--- src/rtl/rx_frame_check.sv ---
// 4-word frame checker with HUNT/SYNC/LOCKED alignment; outputs registered, one edge after the sampling edge; no backpressure (ready low drops to HUNT).
// Define RX_FRAME_CHECK_STATS_EN to build the frame_cnt/err_cnt statistics counters and honour clr_cnt.
module rx_frame_check #(
    parameter int LOCK_GOOD  = 4,
    parameter int UNLOCK_BAD = 4
) (
    input  logic        rx_clk,
    input  logic        reset,
    input  logic        ready,
    input  logic [15:0] rx_data,
    input  logic [1:0]  rx_is_k,
    input  logic        clr_cnt,
    output logic        locked,
    output logic        err_pulse,
    output logic [31:0] frame_cnt,
    output logic [15:0] err_cnt
);

    typedef enum logic [1:0] {HUNT, SYNC, LOCKED} state_t;

    localparam logic [3:0] LG = 4'(LOCK_GOOD);
    localparam logic [3:0] UB = 4'(UNLOCK_BAD);

    state_t      state_q, state_d;
    logic [1:0]  pos_q, pos_d;
    logic        flag_q, flag_d;
    logic [3:0]  good_q, good_d;
    logic [3:0]  bad_q, bad_d;
    logic        locked_q, locked_d;
    logic        err_pulse_q, err_pulse_d;
    logic        frame_inc, err_inc;
    logic        mismatch, flag_eff, verdict;

    // {rx_is_k, rx_data} expected at each word position of the frame
    function automatic logic [17:0] exp_word(input logic [1:0] p);
        case (p)
            2'd0:    exp_word = {2'b11, 16'hBCBC};
            2'd1:    exp_word = {2'b00, 16'h5854};
            2'd2:    exp_word = {2'b00, 16'h4034};
            default: exp_word = {2'b00, 16'h23A7};
        endcase
    endfunction

    assign mismatch = ({rx_is_k, rx_data} != exp_word(pos_q));
    assign flag_eff = flag_q | mismatch;
    assign verdict  = (pos_q == 2'd3);

    always_comb begin
        state_d     = state_q;
        pos_d       = pos_q;
        flag_d      = flag_q;
        good_d      = good_q;
        bad_d       = bad_q;
        err_pulse_d = 1'b0;
        frame_inc   = 1'b0;
        err_inc     = 1'b0;
        if (!ready) begin
            state_d = HUNT;
            pos_d   = 2'd0;
            flag_d  = 1'b0;
            good_d  = 4'd0;
            bad_d   = 4'd0;
        end else begin
            case (state_q)
                HUNT: begin
                    if ({rx_is_k, rx_data} == exp_word(2'd0)) begin
                        state_d = SYNC;
                        pos_d   = 2'd1;
                        good_d  = 4'd0;
                        flag_d  = 1'b0;
                    end else begin
                        pos_d = 2'd0;
                    end
                end
                SYNC: begin
                    pos_d  = pos_q + 2'd1;
                    flag_d = verdict ? 1'b0 : flag_eff;
                    if (verdict) begin
                        if (!flag_eff) begin
                            if (good_q + 4'd1 == LG) begin
                                state_d = LOCKED;
                                good_d  = 4'd0;
                                bad_d   = 4'd0;
                            end else begin
                                good_d = good_q + 4'd1;
                            end
                        end else begin
                            state_d = HUNT;
                            good_d  = 4'd0;
                        end
                    end
                end
                LOCKED: begin
                    pos_d  = pos_q + 2'd1;
                    flag_d = verdict ? 1'b0 : flag_eff;
                    if (verdict) begin
                        if (!flag_eff) begin
                            bad_d     = 4'd0;
                            frame_inc = 1'b1;
                        end else begin
                            err_pulse_d = 1'b1;
                            err_inc     = 1'b1;
                            if (bad_q + 4'd1 == UB) begin
                                state_d = HUNT;
                                bad_d   = 4'd0;
                            end else begin
                                bad_d = bad_q + 4'd1;
                            end
                        end
                    end
                end
                default: begin
                    state_d = HUNT;
                    pos_d   = 2'd0;
                end
            endcase
        end
        locked_d = (state_d == LOCKED);
    end

    always_ff @(posedge rx_clk or posedge reset) begin
        if (reset) begin
            state_q     <= HUNT;
            pos_q       <= 2'd0;
            flag_q      <= 1'b0;
            good_q      <= 4'd0;
            bad_q       <= 4'd0;
            locked_q    <= 1'b0;
            err_pulse_q <= 1'b0;
        end else begin
            state_q     <= state_d;
            pos_q       <= pos_d;
            flag_q      <= flag_d;
            good_q      <= good_d;
            bad_q       <= bad_d;
            locked_q    <= locked_d;
            err_pulse_q <= err_pulse_d;
        end
    end

    assign locked    = locked_q;
    assign err_pulse = err_pulse_q;

`ifdef RX_FRAME_CHECK_STATS_EN
    logic [31:0] frame_cnt_q;
    logic [15:0] err_cnt_q;

    // clear wins over a same-edge increment; err_cnt saturates
    always_ff @(posedge rx_clk or posedge reset) begin
        if (reset) begin
            frame_cnt_q <= 32'd0;
            err_cnt_q   <= 16'd0;
        end else if (clr_cnt) begin
            frame_cnt_q <= 32'd0;
            err_cnt_q   <= 16'd0;
        end else begin
            if (frame_inc) frame_cnt_q <= frame_cnt_q + 32'd1;
            if (err_inc && err_cnt_q != 16'hFFFF) err_cnt_q <= err_cnt_q + 16'd1;
        end
    end

    assign frame_cnt = frame_cnt_q;
    assign err_cnt   = err_cnt_q;
`else
    logic unused_stats;
    assign unused_stats = &{1'b0, clr_cnt, frame_inc, err_inc};
    assign frame_cnt    = 32'd0;
    assign err_cnt      = 16'd0;
`endif

endmodule

--- config.mk ---
export PLATFORM = sky130hd
export DESIGN_NAME = rx_frame_check
export DESIGN_NICKNAME = d
export VERILOG_FILES = /design/src/rtl/rx_frame_check.sv
export SDC_FILE = /design/constraint.sdc
export NUM_CORES = 1
export LEC_CHECK = 0
export ABC_AREA = 1
export ABC_CLOCK_PERIOD_IN_PS = 3000
export CAP_MARGIN = 10
export CORE_MARGIN = 5
export CORE_UTILIZATION = 46
export DETAILED_ROUTE_END_ITERATION = 10
export PLACE_DENSITY = 0.95
export SYNTH_ARGS = -nofsm -noshare
export SYNTH_HDL_FRONTEND = slang
export SYNTH_SLANG_ARGS = --single-unit
--- constraint.sdc ---
create_clock -name rx_clk -period 3 [get_ports rx_clk]
set_clock_uncertainty 0.2 [all_clocks]
set_input_delay 0.9 -clock rx_clk [delete_from_list [all_inputs] [get_ports rx_clk]]
set_output_delay 0.9 -clock rx_clk [all_outputs]
set_load 0.02 [all_outputs]
==> impl_metrics.toml <==
[sta]
timing.hold.ws_ns = 0.310
relSlewSlack = 0.623
finalSetupViolations = 0
post-route-min-period_ns = 2.61
tns_ns = 0
fin_crit_sh = 0.872
fmax_ghz = 0.382
tightest_slew_ns = 0.564
fin_ws_ns = 0.385
drv_slew = 0
hold_viol = 0
rsz0062_at_grt = "false"

[setup_path]
critical_path.max_fanout = 5
required_ns = 2.99
cp.arrival_ns = 2.61
crit_family = "buffers and inverters"
cp_cell_sequence = "clkdlybuf4s50_1, nand4_1, nor3_1, nand2_1, a31oi_1, inv_1, nand2_1, nand2_1"
startpoint_type = "primary input"
worstSetupPathType = "in -> reg"
crit_top_cell = "nand2_1"
endpoint_kind = "flip-flop"
path_buf_inv = 2
slowest_stage = "clkdlybuf4s50_1"
slowest_delay_ns = 0.53

[clock_network]
clock-root-buffer = "clkbuf_4"
cts_tree = "yes"
post_cts_buffers = 0
clk_path_buf_depth = 2
hold_buffers = 0
path_clk_slew_ns = 0.09
worst_skew_pair.late_latency_ns = 0.30
htreeDepth = 1
cts_buffers = 3
cts_sinks = 15
cts_resized = 0

[job]
maxCapViolCount = 0

[floorplanning]
dieWidth_um = 69.8
core_area_sq_um = 3390
die_h_um = 69.8
start_util = 0.485
rows = 21
ioPinCount = 72
fp.dieArea_sq_um = 4870

[yosys]
netlist_area_sq_um = 1640
yosys_warnings = 0
synth_cell_types = 26
syn_area_per_cell_sq_um = 6.66
synthCells = 247
ys_ff_latch = 15
seq_area_frac_synth = 0.228

[global_routing]
overflow = 0
grt_max_degree = 16
grt_use_total = 0.132
grt_pass1_vias = 1268
grt_pass1_wl_mm = 5.38
antenna_found_initial = 0

[placement]
place_ws_ns = 0.102
post_dp_cell_area_sq_um = 1740
globalplace.congestion = 0.915
port-buffer-count = 22
placed_cells = 314
dp_hpwl_mm = 2.74

[cells_and_area]
syn2layout_area_growth_pct = 7.31
drive_gt1_frac = 0.0331
diodes = 0
fin_area_sq_um = 1760
fin_nets = 308
instances_no_fill = 318

[routing]
via_per_inst = 4.40
drtAntennaViolNets = 0
avgRoutedWirePerCell_um = 10.5
wl_mm = 3.33
drc = 0
drtIter0Drc = 58
dr_total_vias = 1399
firstDrtPassIters = 4

[power_and_ir_drop]
powerDensity_nw_per_um2 = 249
ir_drop_mv = 0.253
leakagePower_nw = 0.969

[outcome]
status = "completed"

[worst_hold_path]
worstHoldPathType = "reg -> reg"
## tightest hold or removal path, delay by kind of cell (launching register included)
kind	cells	cell delay, ns
DFF	1	0.37
and+or+nand+nor	2	0.12
## kinds of logic (layout without fill, tap and decap cells)
kind of cell	after synthesis	in the layout	synth area share
adders and majority gates	13	13	0.0989
xor gates and xnor gates	4	4	0.0213
AOI/OAI and AO/OA	15	15	0.0533
buffers and inverters	82	60	0.297
other	1	48	0.00228
and+or+nand+nor	117	117	0.299
DFF	15	15	0.228
## sequential cells by signal (all words and copies together), names as in the netlist
register and count:
locked 1, good_q 4, state_q 2, flag_q 1, pos_q 2, bad_q 4
err_pulse 1
## worst paths after layout
kind	start	end	slack [ns]	depth (start not counted)
worst min register to register	good_q[3]	good_q[3]	0.31	2
worst min-delay path	good_q[3]	good_q[3]	0.31	2
min in group asynchronous	reset	good_q[1]	0.74	2
max in group asynchronous	reset	err_pulse	1.49	2
worst max-delay path	rx_data[7]	good_q[3]	0.39	8
worst max register to register	pos_q[0]	good_q[0]	0.79	12
## Yosys cell counts
library cell   n  area, sq um
o22ai_1        1         6.26
a21oi_1        2         10.0
nor3_1         1         5.00
a31oi_1        2         12.5
ha_1          13          163
nand4_1        4         25.0
buf_4         48          360
inv_1         32          120
nand2_1       68          255
o21ai_0        2         10.0
nand3_1       16         80.1
inv_2          2         7.51
dfrtp_1       15          375
nand3_2        1         10.0
conb_1         1         3.75
or2_1          1         6.26
nand3b_1       1         7.51
o21ai_1        5         25.0
nor2_1        23         86.3
o21ai_2        1         8.76
o211ai_1       1         7.51
nor3_2         1         10.0
o31ai_1        1         7.51
nor2_2         1         6.26
xnor2_1        2         17.5
xor2_1         2         17.5
## per-layer routing
metal | wire length [um] | global-route usage | up-vias
met5 | 0 | 0 | -
met4 | 62 | 0.0447 | 0
met3 | 303 | 0.0261 | 9
met2 | 1610 | 0.241 | 59
met1 | 1350 | 0.151 | 617
li1 | - | - | 714
## where the power goes
part           switching (mW)  internal [mW]
clock                  0.0709         0.0519
combinational          0.0823         0.0313
sequential        0.000000313          0.202
total                   0.153          0.285
## metrics by stage
stage               power [mW]   util
global route             0.460  0.520
detailed placement       0.318  0.513
CTS                      0.437  0.520
floorplan                0.329      -
global placement         0.316  0.513
finish                   0.439  0.520
## layout by cell type, fill, tap and decap left out
cell | netlist | final
nand2_1 | 68 | 68
conb_1 | 1 | 48
inv_1 | 32 | 32
nor2_1 | 23 | 23
clkdlybuf4s50_1 | 0 | 22
nand3_1 | 16 | 16
dfrtp_1 | 15 | 15
ha_1 | 13 | 13
o21ai_1 | 5 | 5
nand4_1 | 4 | 4
clkbuf_4 | 0 | 3
xnor2_1 | 2 | 2
xor2_1 | 2 | 2
inv_2 | 2 | 2
o21ai_0 | 2 | 2
a31oi_1 | 2 | 2
a21oi_1 | 2 | 2
nor2_2 | 1 | 1
nand3_2 | 1 | 1
o21ai_2 | 1 | 1
nand3b_1 | 1 | 1
nor3_2 | 1 | 1
nor3_1 | 1 | 1
o31ai_1 | 1 | 1
or2_1 | 1 | 1
o211ai_1 | 1 | 1
o22ai_1 | 1 | 1
clkbuf_1 | 0 | 1
## area by class of cell
type                    instances  area, sq um
fillers                       337         1630
multi-input cells             197          957
flip-flops and latches         15          375
repair buffers                 22          220
inverters                      34          128
well taps                      46         57.6
clock buffers                   4         26.3
(Power assumes the default switching activity.)
